## config.mk

```make
export PLATFORM = sky130hd
export DESIGN_NAME = pot_encoder
export DESIGN_NICKNAME = d
export VERILOG_FILES = /design/src/rtl/pot_pkg.sv /design/src/rtl/pot_encoder.sv
export SDC_FILE = /design/constraint.sdc
export NUM_CORES = 1
export LEC_CHECK = 0
export CAP_MARGIN = 20
export CORE_UTILIZATION = 46
export CTS_CLUSTER_SIZE = 40
export DETAILED_ROUTE_END_ITERATION = 8
export MAX_ROUTING_LAYER = met4
export PLACE_DENSITY_LB_ADDON = 0.3
export SLEW_MARGIN = 20
export SYNTH_ARGS = -nofsm -noshare
export SYNTH_HDL_FRONTEND = slang
export SYNTH_SLANG_ARGS = --single-unit
```

## constraint.sdc

```tcl
create_clock -name clk -period 1.9 [get_ports clk]
set_clock_uncertainty 0.1 [all_clocks]
set_input_delay 0.475 -clock clk [delete_from_list [all_inputs] [get_ports clk]]
set_output_delay 0.475 -clock clk [all_outputs]
set_load 0.02 [all_outputs]
```

## src/rtl/pot_pkg.sv

```systemverilog
// Shared definitions for the power-of-two weight path: encoder FSM states,
// exponent range and {sign, exp} code-field helpers used by encoder and multiplier.
package pot_pkg;

    typedef enum logic [1:0] {
        IDLE   = 2'd0,
        SEARCH = 2'd1,
        DONE   = 2'd2
    } pot_state_t;

    // Largest exponent representable in a code of the given total width.
    function automatic int pot_emax(input int weight_bit_width);
        return (1 << (weight_bit_width - 1)) - 1;
    endfunction

    function automatic int pot_sign_idx(input int weight_bit_width);
        return weight_bit_width - 1;
    endfunction

    // Exponent occupies [pot_exp_msb : 0] of the code.
    function automatic int pot_exp_msb(input int weight_bit_width);
        return weight_bit_width - 2;
    endfunction

endpackage

```

## src/rtl/pot_encoder.sv

```systemverilog
// Sequential power-of-two quantizer: signed Q1.(V-1) value -> {sign, exp} code via
// a one-bit-per-cycle leading-one search. Define POT_ROUND_EN for round-to-nearest.
module pot_encoder
    import pot_pkg::*;
#(
    parameter int WEIGHT_BIT_WIDTH = 4,
    parameter int VALUE_BIT_WIDTH  = 8
) (
    input  logic                        clk,
    input  logic                        rst_n,
    input  logic                        in_valid,
    output logic                        in_ready,
    input  logic [VALUE_BIT_WIDTH-1:0]  in_value,
    output logic                        out_valid,
    input  logic                        out_ready,
    output logic [WEIGHT_BIT_WIDTH-1:0] out_weight
);

    localparam int V  = VALUE_BIT_WIDTH;
    localparam int EW = pot_exp_msb(WEIGHT_BIT_WIDTH) + 1;
    localparam logic [EW-1:0] EMAX = EW'(pot_emax(WEIGHT_BIT_WIDTH));

    pot_state_t                  state_reg, state_next;
    logic [V-1:0]                mag_reg, mag_next;
    logic [EW-1:0]               cnt_reg, cnt_next;
    logic                        sign_reg, sign_next;
    logic [WEIGHT_BIT_WIDTH-1:0] out_weight_reg, out_weight_next;

    logic [V-1:0]  in_mag;
    logic          found;
    logic [EW-1:0] exp_sel;

    // Two's-complement magnitude; the most negative value maps to 2^(V-1).
    assign in_mag = in_value[V-1] ? (~in_value + V'(1)) : in_value;
    assign found  = mag_reg[V-1] | (cnt_reg == EMAX);

`ifdef POT_ROUND_EN
    // Round up when the bit below the leading one is set; a clamped search is never rounded.
    assign exp_sel = (mag_reg[V-1] && mag_reg[V-2] && (cnt_reg != '0)) ?
                     (cnt_reg - EW'(1)) : cnt_reg;
`else
    assign exp_sel = cnt_reg;
`endif

    always_comb begin
        state_next      = state_reg;
        mag_next        = mag_reg;
        cnt_next        = cnt_reg;
        sign_next       = sign_reg;
        out_weight_next = out_weight_reg;
        case (state_reg)
            IDLE: begin
                if (in_valid) begin
                    sign_next  = in_value[V-1];
                    mag_next   = in_mag;
                    cnt_next   = '0;
                    state_next = SEARCH;
                end
            end
            SEARCH: begin
                if (found) begin
                    // Zero input has no sign; a nonzero magnitude stays nonzero while shifting.
                    out_weight_next = {sign_reg & (|mag_reg), exp_sel};
                    state_next      = DONE;
                end else begin
                    mag_next = mag_reg << 1;
                    cnt_next = cnt_reg + EW'(1);
                end
            end
            DONE: begin
                if (out_ready) begin
                    state_next = IDLE;
                end
            end
            default: state_next = IDLE;
        endcase
    end

    always_ff @(posedge clk or negedge rst_n) begin
        if (!rst_n) begin
            state_reg      <= IDLE;
            mag_reg        <= '0;
            cnt_reg        <= '0;
            sign_reg       <= 1'b0;
            out_weight_reg <= '0;
        end else begin
            state_reg      <= state_next;
            mag_reg        <= mag_next;
            cnt_reg        <= cnt_next;
            sign_reg       <= sign_next;
            out_weight_reg <= out_weight_next;
        end
    end

    assign in_ready   = (state_reg == IDLE);
    assign out_valid  = (state_reg == DONE);
    assign out_weight = out_weight_reg;

endmodule

```

==> impl_metrics.env, run 1 <==
export IMPL_violations="setup timing"
export IMPL_syn_num_nets=117
export IMPL_grt_pass1_wl_mm=3.64
export IMPL_stdcell_area_mm2=0.00146
export IMPL_grt_overflow=0
export IMPL_final_setup_viol_count=4
export IMPL_rsz0062_at_grt="true"
export IMPL_status="complete, but fails checks"
export IMPL_vias=889
export IMPL_synth_warnings=0
export IMPL_die_x_um=49.0
export IMPL_final_layout_size_suffix_gt1_share_pct=31.0
export IMPL_io_pin_count=18
export IMPL_synth_cells=102
export IMPL_grt_pass1_vias=855
export IMPL_fin_ws_ns=-0.0795
export IMPL_fin_crit_ns=1.98
export IMPL_yosysUniqueCellTypes=31
export IMPL_slew_viol_final=0
export IMPL_critPathKind="flip-flop to flip-flop"
export IMPL_cts_hold_buf=0
export IMPL_nets=162
export IMPL_final_util_pct=72.4
export IMPL_yosysSeqAreaShare_pct=44.4
export IMPL_ys_flop_type="dfrtp_1"
export IMPL_start_util_pct=50.2
export IMPL_worstSkewPairLatency_ns=0.30
export IMPL_hold_viol=0
export IMPL_htreeDepth=1
export IMPL_leakage_nw=0.683
export IMPL_async_reset_ff_share_pct=100
export IMPL_clk_pin_slew_worst_paths_ns=0.10
export IMPL_grt_usage_pct=21.1
export IMPL_power_density_mw_per_mm2=1490
export IMPL_ys_ff_latch=18
export IMPL_fmax_mhz=505
export IMPL_drv_cap=0
export IMPL_drc=0
export IMPL_ctsRootBufferMaster="clkbuf_4"
export IMPL_largest_register_ffs=8
export IMPL_core_area_mm2=0.00202
export IMPL_cp_start_kind="flip-flop"
export IMPL_first_pass_iters=4
export IMPL_tightest_slew_ns=0.339
export IMPL_synth_edf_count=0
export IMPL_fin_crit_sh_pct=104
export IMPL_diodes=0
export IMPL_wl_per_cell_um=12.9
export IMPL_antenna_found_initial=0
export IMPL_hold_ws_ns=0.387
export IMPL_cts_sinks=18
export IMPL_synth_area_mm2=0.00101
export IMPL_critical_path_startpoint="cnt_reg[1]"
export IMPL_drtIter0Drc=15
export IMPL_port_buffers=17
export IMPL_placementRows=16
export IMPL_placed_cell_area_mm2=0.00139
export IMPL_routed_wl_mm=2.23
export IMPL_grt_max_degree=19
export IMPL_cp_arrival_ns=2.10
export IMPL_netlist_area_leader_share_pct=44.4
export IMPL_tns_ns=-0.130
export IMPL_endpoint_kind="flip-flop"
export IMPL_r2r_start="cnt_reg[1]"
export IMPL_cts_tree="yes"
export IMPL_die_h_um=49.0
export IMPL_avgSynthCellArea_um2=9.95
export IMPL_totalPowerFinal_mw=2.18
export IMPL_peakVddDrop_mv=0.770
export IMPL_hp_class="input port to async pin"
export IMPL_fp_dieArea_mm2=0.00240
export IMPL_post_synth_top_area_cell="dfrtp_1"
export IMPL_nFillCells=150
export IMPL_final_antenna_net_count=0
export IMPL_crit_fanout=5
export IMPL_areaGrowthSynthToFinish_pct=44.3
export IMPL_clockBufferDepth=2
export IMPL_place_congestion=0.833
export IMPL_hpwl_mm=1.64
export IMPL_synthTopCellsByArea="dfrtp_1 44%, mux2_2 4.4%, xnor2_1 4.3%"
export IMPL_slew_headroom_pct=77.2
export IMPL_required_ns=2.02
export IMPL_cts_buffers=3
export IMPL_viasPerCell=5.17
-- cells in the final DEF, fill, tap and decap left out, types with 5 or more instances in the layout --
cell type,Yosys,layout
a21oi_1,5,5
nor2_1,7,7
xnor2_1,5,5
o21ai_0,7,7
dfrtp_1,18,18
inv_1,6,6
nand2_1,7,7
buf_4,1,25
clkdlybuf4s50_1,0,15
nand2b_1,5,5
-- cell families (layout without fill, tap and decap cells) --
logic type	after synthesis	count (layout)	share of synthesized area (%)
buffers and inverters	11	54	5.30
AOI/OAI and AO/OA	28	28	18.9
DFF	18	18	44.4
muxes	8	8	8.51
xor gates and xnor gates	5	5	4.32
and+or+nand+nor	29	29	14.9
adders and majority gates	3	3	3.70
-- final timing paths --
path                                 endpoint  slack (ns)  cells after the start
min in group clk                out_weight[3]        0.39                      2
worst min-delay path             state_reg[1]        0.39                      2
max in group asynchronous          cnt_reg[2]        1.12                      2
worst max-delay path               mag_reg[4]       -0.08                      7
worst min register to register  out_weight[3]        0.39                      2
worst max register to register     mag_reg[4]       -0.08                      7
-- critical path, stage by stage (launching register included) --
cell and delay, ns:
dfrtp_1 0.41, ha_2 0.21, ha_4 0.16, or3b_4 0.37, a21o_4 0.25, clkinv_4 0.05
mux2_4 0.29, o31ai_2 0.06
-- layout make-up --
type,instances,area (um2),share of cell area (%)
clock buffers,3,22.5,1.54
repair buffers,44,378,25.8
inverters,7,31.3,2.14
flip-flops and latches,18,450,30.8
well taps,27,33.8,2.31
multi-input cells,73,548,37.4
-- what timing repair did --
action,4_1_cts,5_1_grt
resized for setup,3,5
setup endpoints to repair,9,7
buffers inserted,1,3
-- cells in the mapped netlist, types with 3 or more instances --
cell type / n
dfrtp_1: 18
nand2_1: 7
nor2_1: 7
o21ai_0: 7
inv_1: 6
a21oi_1: 5
nand2b_1: 5
xnor2_1: 5
mux2_2: 4
o31ai_1: 4
ha_1: 3
mux2i_1: 3
nor4_1: 3
o21ai_1: 3
-- through the flow --
stage	std cells	worst slack (ns)
floorplan	102	-0.0210
global route	172	-0.117
global placement	165	-0.0658
CTS	169	-0.0540
detailed placement	165	-0.104
finish	172	-0.0795
-- metal layers --
layer,vias up,GRT usage (%),share of wire (%)
li1,451,-,-
met1,409,24.0,43
met2,24,35.9,51
met3,5,2.49,3.8
met4,0,11.8,2.3
met5,-,-,0
-- power by group --
group | internal, mW | switching, mW | total (mW)
registers | 0.562 | 0.127 | 0.690
clock network | 0.0741 | 0.120 | 0.194
logic | 0.686 | 0.607 | 1.29
Power figures use the tool's default switching activity.
==> inputs of run 2 (changes only) <==
--- a/config.mk
+++ b/config.mk
@@ -6,7 +6,7 @@
 export NUM_CORES = 1
 export LEC_CHECK = 0
 export CAP_MARGIN = 20
-export CORE_UTILIZATION = 46
+export CORE_UTILIZATION = 30
 export CTS_CLUSTER_SIZE = 40
 export DETAILED_ROUTE_END_ITERATION = 8
 export MAX_ROUTING_LAYER = met4
==> run 2 against run 1 <==
Against the previous run:
- the flow still finishes with violations (setup timing)
- cell count grew 8.7%
- core utilization shrank 26 points
- fmax is 1.2% higher
- hold slack improved by 0.0032 ns
- wire length fell by 1.9%
- sequential share of layout area about the same
- sequential power shrank 0.9%
- die area increased by 51%
- flip-flop and latch count did not move
==> impl_metrics.env, run 2 (same netlist as run 1, synthesis figures left out) <==
export IMPL_status="complete, but fails checks"
export IMPL_violations="setup timing"
export IMPL_ctsRootBufferMaster="clkbuf_4"
export IMPL_clk_pin_slew_worst_paths_ns=0.10
export IMPL_tightest_slew_ns=0.358
export IMPL_critical_path_startpoint="cnt_reg[1]"
export IMPL_diodes=0
export IMPL_grt_max_degree=19
export IMPL_port_buffers=17
export IMPL_io_pin_count=18
export IMPL_slew_viol_final=0
export IMPL_cts_tree="yes"
export IMPL_fp_dieArea_mm2=0.00362
export IMPL_final_common_cell="buf_4"
export IMPL_grt_pass1_wl_mm=3.59
export IMPL_areaGrowthSynthToFinish_pct=44.4
export IMPL_crit_end="mag_reg[4]"
export IMPL_dpl_worst_slack_ns=-0.121
export IMPL_drtIter0Drc=17
export IMPL_fin_crit_sh_pct=103
export IMPL_critPathKind="flip-flop to flip-flop"
export IMPL_r2r_start="cnt_reg[1]"
export IMPL_rr_worst_depth=7
export IMPL_cts_buffers=3
export IMPL_r2r_slack_ns=-0.06
export IMPL_slowest_stage="dfrtp_1"
export IMPL_fin_ws_ns=-0.0567
export IMPL_nFillCells=312
export IMPL_path_cells="ha_2, ha_4, or3b_4, a21o_4, clkinv_4, mux2_4, o31ai_2"
export IMPL_clockBufferDepth=2
export IMPL_final_util_pct=46.8
export IMPL_peakVddDrop_mv=0.420
export IMPL_die_h_um=60.2
export IMPL_wl_per_cell_um=11.7
export IMPL_core_area_mm2=0.00313
export IMPL_place_congestion=0.792
export IMPL_endpoint_kind="flip-flop"
export IMPL_largest_register_ffs=8
export IMPL_cts_sinks=18
export IMPL_viasPerCell=4.66
export IMPL_nets=159
export IMPL_fin_crit_ns=1.96
export IMPL_required_ns=2.02
export IMPL_vias=872
export IMPL_start_util_pct=32.4
export IMPL_cp_arrival_ns=2.07
export IMPL_slew_headroom_pct=75.9
export IMPL_path_buf_inv=1
export IMPL_routed_wl_mm=2.18
export IMPL_rsz0062_at_grt="true"
export IMPL_drc=0
export IMPL_cp_depth=7
export IMPL_power_density_mw_per_mm2=1490
export IMPL_antenna_found_initial=0
export IMPL_die_x_um=60.2
export IMPL_final_layout_size_suffix_gt1_share_pct=29.4
export IMPL_worstSkewPairLatency_ns=0.29
export IMPL_hp_class="flip-flop to flip-flop"
export IMPL_slowest_delay_ns=0.40
export IMPL_final_cell_mix="24 x buf_4, 18 x dfrtp_1, 15 x clkdlybuf4s50_1"
export IMPL_grt_usage_pct=14.5
export IMPL_fmax_mhz=511
export IMPL_final_antenna_net_count=0
export IMPL_grt_pass1_vias=851
export IMPL_grt_overflow=0
export IMPL_drv_cap=0
export IMPL_first_pass_iters=4
export IMPL_cp_start_kind="flip-flop"
export IMPL_leakage_nw=0.671
export IMPL_hpwl_mm=1.74
export IMPL_crit_family="flip-flops"
export IMPL_r2r_end="mag_reg[4]"
export IMPL_htreeDepth=1
export IMPL_crit_fanout=6
export IMPL_placementRows=20
export IMPL_hold_viol=0
export IMPL_final_setup_viol_count=4
## run 2: changes by cell type in the layout (fill, tap and decap cells not counted), sizes merged
cell | before | now
buf | 27 | 24
clkbuf | 3 | 4
## run 2: layer usage
layer	global-route usage, %	vias to the layer above	share of wire, %
met5	-	-	0
met4	8.97	0	2.4
met3	2.60	5	4.0
met2	24.0	23	49
met1	16.0	399	44
li1	-	445	-
## run 2: worst min path at each step
stage	startpoint	end	slack, ns	cells after the start
2_1_floorplan	rst_n	cnt_reg[0]	0.08	0
5_1_grt	rst_n	state_reg[1]	0.39	2
3_3_place_gp	out_weight[3]	out_weight[3]	0.37	2
6_report	out_weight[3]	out_weight[3]	0.39	2
3_5_place_dp	out_weight[3]	out_weight[3]	0.37	2
4_1_cts	rst_n	out_weight[3]	0.40	2
## run 2: final cells by class
cell class	count	area, um2	share of cell area, %
clock buffer	4	36.3	2.48
multi-input combinational	73	544	37.1
sequential	18	450	30.7
tap	44	55.1	3.76
timing repair buffer	41	348	23.7
inverter	7	31.3	2.13
## run 2: worst min-delay path: stages, from the launching register on
cell     delay (ns)
dfrtp_1        0.36
nand2_1        0.04
o21ai_0        0.06
## run 2: report_power, final
| part | switching [mW] | internal [mW] | leakage [nW] | total [mW] |
|---|---|---|---|---|
| clock network | 0.118 | 0.117 | 0.0210 | 0.235 |
| registers | 0.122 | 0.562 | 0.228 | 0.684 |
| logic | 0.592 | 0.666 | 0.422 | 1.26 |
## run 2: per-stage QoR
step                setup TNS [ns]  instances  hold slack, ns  instance area [um2]  total power [mW]
finish                     -0.0969        187           0.390                 1470              2.18
global route                -0.482        187           0.390                 1470              2.36
CTS                         -0.143        187           0.396                 1460              2.17
detailed placement          -0.504        182           0.371                 1410              1.92
global placement            -0.181        182           0.366                 1410              1.89
floorplan                  -0.0210        102          0.0794                 1040              1.46
## run 2: timing repair
action                                  CTS  global route
gates resized for setup                   3             2
hold buffers                              0             0
pin swaps                                 0             1
buffers inserted                          1             0
endpoints found under the setup margin    7             8
